<file path="src/rtl/stash_wb_sequencer.sv">
// Path-writeback sequencer: walks the stash scan table, and turns each returned
// stash entry into a tagged stash read command (level, slot, dummy, last).
module stash_wb_sequencer #(
    parameter int ORAMZ = 4,
    parameter int ORAML = 10,
    parameter int SEAWidth = 8,
    parameter int STAWidth = 6,
    parameter int BktAWidth = 4,
    parameter logic [SEAWidth-1:0] SNULL = {SEAWidth{1'b1}},
    parameter int MaxOutstanding = 4,
    localparam int SlotWidth = (ORAMZ > 1) ? $clog2(ORAMZ) : 1
) (
    input  logic                 Clock,
    input  logic                 Reset,
    input  logic                 Start,
    output logic                 Busy,
    output logic                 Done,
    output logic [STAWidth-1:0]  OutDMAAddr,
    output logic                 OutDMAValid,
    input  logic [SEAWidth-1:0]  InDMASAddr,
    input  logic                 InDMASValid,
    output logic                 InDMASReady,
    output logic [SEAWidth-1:0]  StashRdSAddr,
    output logic                 StashRdDummy,
    output logic [BktAWidth-1:0] StashRdLevel,
    output logic [SlotWidth-1:0] StashRdSlot,
    output logic                 StashRdLast,
    output logic                 StashRdValid,
    input  logic                 StashRdReady,
    output logic [1:0]           DebugState
);

    localparam int BlocksOnPath = ORAMZ * (ORAML + 1);
    localparam int OutWidth = $clog2(MaxOutstanding + 1);

    localparam logic [STAWidth-1:0]  BlocksLimit = STAWidth'(BlocksOnPath);
    localparam logic [STAWidth-1:0]  LastIndex   = STAWidth'(BlocksOnPath - 1);
    localparam logic [STAWidth-1:0]  StaOne      = STAWidth'(1);
    localparam logic [OutWidth-1:0]  OutLimit    = OutWidth'(MaxOutstanding);
    localparam logic [OutWidth-1:0]  OutOne      = OutWidth'(1);
    localparam logic [SlotWidth-1:0] SlotLast    = SlotWidth'(ORAMZ - 1);
    localparam logic [SlotWidth-1:0] SlotOne     = SlotWidth'(1);
    localparam logic [BktAWidth-1:0] LvlOne      = BktAWidth'(1);

    typedef enum logic [1:0] {
        StIdle   = 2'd0,
        StActive = 2'd1,
        StDone   = 2'd2
    } state_t;

    state_t state;
    state_t stateNext;

    logic [STAWidth-1:0]  issueCnt;
    logic [STAWidth-1:0]  issueCntNext;
    logic [STAWidth-1:0]  consCnt;
    logic [STAWidth-1:0]  consCntNext;
    logic [OutWidth-1:0]  outstanding;
    logic [OutWidth-1:0]  outstandingNext;
    logic [SlotWidth-1:0] slotCnt;
    logic [SlotWidth-1:0] slotNext;
    logic [BktAWidth-1:0] levelCnt;
    logic [BktAWidth-1:0] levelNext;
    logic                 dmaValid;
    logic                 issueNext;

    logic isActive;
    logic handshake;
    logic lastSlot;

    // Handshakes: a command transfers on a cycle where StashRdValid and
    // StashRdReady are both high; valid never waits on ready and, once raised,
    // stays up with stable payload until taken because the FIFO head only moves
    // on a pop. The same cycle pops the scan-table FIFO (InDMASReady). The DMA
    // read port has no ready: every OutDMAValid cycle is one accepted read.
    assign isActive  = (state == StActive);
    assign handshake = isActive & InDMASValid & StashRdReady;
    assign lastSlot  = (consCnt == LastIndex);

    always_ff @(posedge Clock) begin
        if (!Reset) begin
            state <= StIdle;
        end else begin
            state <= stateNext;
        end
    end

    always_comb begin
        stateNext = state;
        case (state)
            StIdle:   if (Start) stateNext = StActive;
            StActive: if (handshake && lastSlot) stateNext = StDone;
            StDone:   stateNext = StIdle;
            default:  stateNext = StIdle;
        endcase
    end

    // Counters only run while ACTIVE; outside it they sit at zero so a new
    // Start always begins at address 0, level 0, slot 0.
    always_comb begin
        issueCntNext    = issueCnt;
        consCntNext     = consCnt;
        outstandingNext = outstanding;
        slotNext        = slotCnt;
        levelNext       = levelCnt;
        if (!isActive) begin
            issueCntNext    = '0;
            consCntNext     = '0;
            outstandingNext = '0;
            slotNext        = '0;
            levelNext       = '0;
        end else begin
            if (dmaValid) begin
                issueCntNext = issueCnt + StaOne;
            end
            if (handshake) begin
                consCntNext = consCnt + StaOne;
                if (slotCnt == SlotLast) begin
                    slotNext  = '0;
                    levelNext = levelCnt + LvlOne;
                end else begin
                    slotNext = slotCnt + SlotOne;
                end
            end
            case ({dmaValid, handshake})
                2'b10:   outstandingNext = outstanding + OutOne;
                2'b01:   outstandingNext = outstanding - OutOne;
                default: outstandingNext = outstanding;
            endcase
        end
        // Look ahead one cycle so the read strobe leaves a flop.
        issueNext = (stateNext == StActive) && (issueCntNext < BlocksLimit) &&
                    (outstandingNext < OutLimit);
    end

    always_ff @(posedge Clock) begin
        if (!Reset) begin
            issueCnt    <= '0;
            consCnt     <= '0;
            outstanding <= '0;
            slotCnt     <= '0;
            levelCnt    <= '0;
            dmaValid    <= 1'b0;
        end else begin
            issueCnt    <= issueCntNext;
            consCnt     <= consCntNext;
            outstanding <= outstandingNext;
            slotCnt     <= slotNext;
            levelCnt    <= levelNext;
            dmaValid    <= issueNext;
        end
    end

    always_comb begin
        Busy         = isActive;
        Done         = (state == StDone);
        OutDMAValid  = dmaValid;
        OutDMAAddr   = issueCnt;
        StashRdValid = isActive & InDMASValid;
        InDMASReady  = isActive & StashRdReady;
        StashRdSAddr = InDMASAddr;
        StashRdDummy = (InDMASAddr == SNULL);
        StashRdLevel = levelCnt;
        StashRdSlot  = slotCnt;
        StashRdLast  = isActive & InDMASValid & lastSlot;
        DebugState   = state;
    end

endmodule

</file>
<file path="config.mk">
export PLATFORM = sky130hd
export DESIGN_NAME = stash_wb_sequencer
export DESIGN_NICKNAME = d
export VERILOG_FILES = /design/src/rtl/stash_wb_sequencer.sv
export SDC_FILE = /design/constraint.sdc
export NUM_CORES = 1
export LEC_CHECK = 0
export BUFFER_PORTS_ARGS = -buffer_cell sky130_fd_sc_hd__buf_4
export CAP_MARGIN = 30
export CORE_AREA = 10 10 80 65
export CTS_BUF_LIST = sky130_fd_sc_hd__clkbuf_4 sky130_fd_sc_hd__clkbuf_8 sky130_fd_sc_hd__clkbuf_16
export CTS_CLUSTER_SIZE = 14
export DETAILED_ROUTE_END_ITERATION = 6
export DIE_AREA = 0 0 90 75
export PLACE_DENSITY = 0.6
export SYNTH_ARGS = -nofsm -noshare
export SYNTH_HDL_FRONTEND = slang
export SYNTH_SLANG_ARGS = --single-unit
</file>
<file path="constraint.sdc">
create_clock -name Clock -period 4.65 [get_ports Clock]
set_input_delay 0.2325 -clock Clock [delete_from_list [all_inputs] [get_ports Clock]]
set_output_delay 0.2325 -clock Clock [all_outputs]
set_load 0.02 [all_outputs]
</file>
==> impl_metrics.json <==
{
  "grt_pass1_wl_mm": 4.671,
  "syn_area_um2": 1225,
  "critPathKind": "flop to flop",
  "hold_depth": 2,
  "r2r_slack_ns": 2.61,
  "hp-start": "Reset",
  "vias": 1043,
  "end_kind": "flop",
  "drc": 0,
  "gp_congestion": 0.7264,
  "syn-num-nets": 156,
  "route.met2.wl_mm": 1.152,
  "clk_path_buf_depth": 2,
  "rows": 19,
  "start_kind": "flop",
  "track_usage_pct": 8.409,
  "cts_setup_buffers": 0,
  "relSlewSlack_pct": 50.83,
  "drt_iter0_drc": 50,
  "critPathLaunch": "DebugState[1]$_SDFF_PN0_",
  "cts-root-buf": "clkbuf_8",
  "critPathRequiredTime_ns": 4.81,
  "antenna_cells": 0,
  "min_period_ns": 2.043,
  "final_util_pct": 43.46,
  "via_per_inst": 4.719,
  "arrival_ns": 2.20,
  "dp_hpwl_mm": 2.300,
  "grt_overflow": 0,
  "clock_latency_ns": 0.26,
  "first_global_vias": 926,
  "synth_seq_area_share_pct": 39.22,
  "syn_inst": 137,
  "wl_met1_mm": 1.483,
  "start_util_pct": 34.12,
  "met3WireLength_um": 250,
  "maxSlewViolCount": 0,
  "skew_ns": 0.005053,
  "area_growth_pct": 27.38,
  "cts.reportedPaths.clkPinSlew_ns": 0.08,
  "rsz0062_at_grt": "no",
  "yosysUniqueCellTypes": 34,
  "firstDrtPassIters": 4,
  "ys_seq_elements": 24,
  "leakage_uw": 0.0006658,
  "holdPathEnd": "DebugState[1]$_SDFF_PN0_",
  "peakVddDrop_v": 0.0001378,
  "layout.nets": 190,
  "syn_area_per_cell_um2": 8.941,
  "r2r_end": "OutDMAValid$_SDFF_PN0_",
  "max_freq_mhz": 489.5,
  "fp.coreArea_um2": 3590,
  "numPortBuffers": 41,
  "tightest_slew_ns": 0.7357,
  "grt_max_degree": 22,
  "status": "finished clean",
  "cp_max_fo": 10,
  "hold_buffers": 0,
  "r2r_start": "DebugState[1]$_SDFF_PN0_",
  "dieArea_um2": 6750,
  "drt-total-wl_mm": 2.912,
  "min_path_type": "input pin to flop",
  "setup_viol": 0,
  "numCtsBuffers": 3,
  "setup-tns-final_ns": 0,
  "ctsResizeCount": 0,
  "ys.warnings.count": 0,
  "antenna_found_initial": 0,
  "cts_tree": "done",
  "die_h_um": 75,
  "clock-sinks": 24,
  "power.density_nw_per_um2": 241.1,
  "period_share_pct": 43.93,
  "wl_per_cell_um": 13.18,
  "rr_worst_depth": 8,
  "hold_violations": 0,
  "pin_count": 42,
  "highest_layer": "met4",
  "cts_max_level": 1,
  "drive_above_1_share_pct": 30.18,
  "ant_nets": 0,
  "die_w_um": 90,
  "maxCapViolations": 0
}
==> through the flow <==
| stage | total power, uW | hold slack [ns] | std cells | setup slack, ns | area [um^2] |
|---|---|---|---|---|---|
| after floorplan | 245.0 | 0.3784 | 137 | 2.581 | 1225 |
| after global placement | 263.2 | 0.4611 | 218 | 2.672 | 1519 |
| after detailed placement | 263.6 | 0.4745 | 218 | 2.603 | 1519 |
| after CTS | 383.5 | 0.2363 | 221 | 2.593 | 1560 |
| after global routing | 394.6 | 0.2473 | 221 | 2.489 | 1560 |
| final | 376.2 | 0.2369 | 221 | 2.607 | 1560 |
==> cell usage after synthesis <==
cell type  count  area share, %
a21oi_1        6            2.5
a22o_1         1           0.72
a22oi_1        1           0.61
a31o_2         1           0.72
a31oi_1        1           0.51
and2_1         3            1.5
and3_1         2            1.0
and4_4         1           0.92
buf_2          3            1.2
buf_4          8            4.9
clkbuf_1       1           0.31
dfxtp_1       24             39
fa_1           1            1.6
ha_1           5            5.1
inv_1          5            1.5
inv_2          1           0.31
mux2i_1        2            1.6
nand2_1       15            4.6
nand3_1        4            1.6
nand4_1        3            1.5
nand4b_1       1           0.72
nand4b_4       1            1.9
nor2_1        20            6.1
nor2_2         1           0.51
nor3_1         3            1.2
nor3b_1        1           0.61
nor4_4         1            1.7
nor4b_1        1           0.72
o2111ai_1      1           0.72
o211ai_1       1           0.61
o221a_2        1           0.92
o31ai_1        1           0.61
xnor2_1       10            7.1
xor2_1         6            4.3
==> layer usage <==
layer | vias up | global-route usage [%]
li1 | 522 | -
met1 | 473 | 11.21
met2 | 44 | 11.82
met3 | 4 | 4.071
met4 | 0 | 2.113
met5 | - | 0
==> logic make-up (layout without fill, tap and decap cells) <==
| kind of cell | count (synthesis) | after routing | synth area share [%] |
|---|---|---|---|
| buffers and inverters | 18 | 50 | 8.273 |
| DFF | 24 | 24 | 39.22 |
| and+or+nand+nor | 57 | 57 | 24.82 |
| adders and majority gates | 6 | 6 | 6.742 |
| xor gates and xnor gates | 16 | 16 | 11.44 |
| muxes | 2 | 2 | 1.634 |
| AOI/OAI and AO/OA | 14 | 14 | 7.867 |
==> placed cells by master, fill, tap and decap left out, types with 2 or more instances in the layout <==
cell and count:
ha_1 5, nand2_1 15, nand4_1 3, inv_1 5
mux2i_1 2, clkbuf_8 3, and2_1 3, nor3_1 3
dfxtp_1 24, xor2_1 6, a21oi_1 6, buf_4 41
nor2_1 20, nand3_1 4, and3_1 2, xnor2_1 10
==> power breakdown <==
part           internal, uW  leakage (uW)  total (uW)  switching [uW]
combinational          21.2      0.000450        46.6            25.4
sequential              208      0.000194         212            4.16
clock                  57.8     0.0000216         118            59.9
total                   287      0.000666         376            89.4
==> sequential cells by signal, summed over array words and instances, names as in the netlist <==
| register | count |
|---|---|
| outstanding | 3 |
| StashRdLevel | 4 |
| OutDMAAddr | 6 |
| consCnt | 6 |
| DebugState | 2 |
| OutDMAValid | 1 |
| StashRdSlot | 2 |
==> area by class of cell <==
type | instances | area [um^2]
clock buffers | 3 | 41.29
repair buffers | 41 | 307.8
inverters | 6 | 22.52
flip-flops and latches | 24 | 480.5
multi-input cells | 95 | 643.1
fillers | 372 | 2029
well taps | 52 | 65.06
==> critical path: stages, from the launching register on <==
cell and delay (ns):
dfxtp_1 0.36, nand4b_4 0.20, inv_2 0.12, ha_1 0.24
fa_1 0.38, xnor2_1 0.16, nor2_1 0.07, xnor2_1 0.14
o221a_2 0.27
==> worst max-delay path by stage <==
stage,end
final,OutDMAValid$_SDFF_PN0_
after global placement,OutDMAValid$_SDFF_PN0_
after CTS,OutDMAValid$_SDFF_PN0_
after floorplan,OutDMAValid$_SDFF_PN0_
after global routing,OutDMAValid$_SDFF_PN0_
after detailed placement,OutDMAValid$_SDFF_PN0_
No activity file was read; power rests on OpenSTA's default activity.
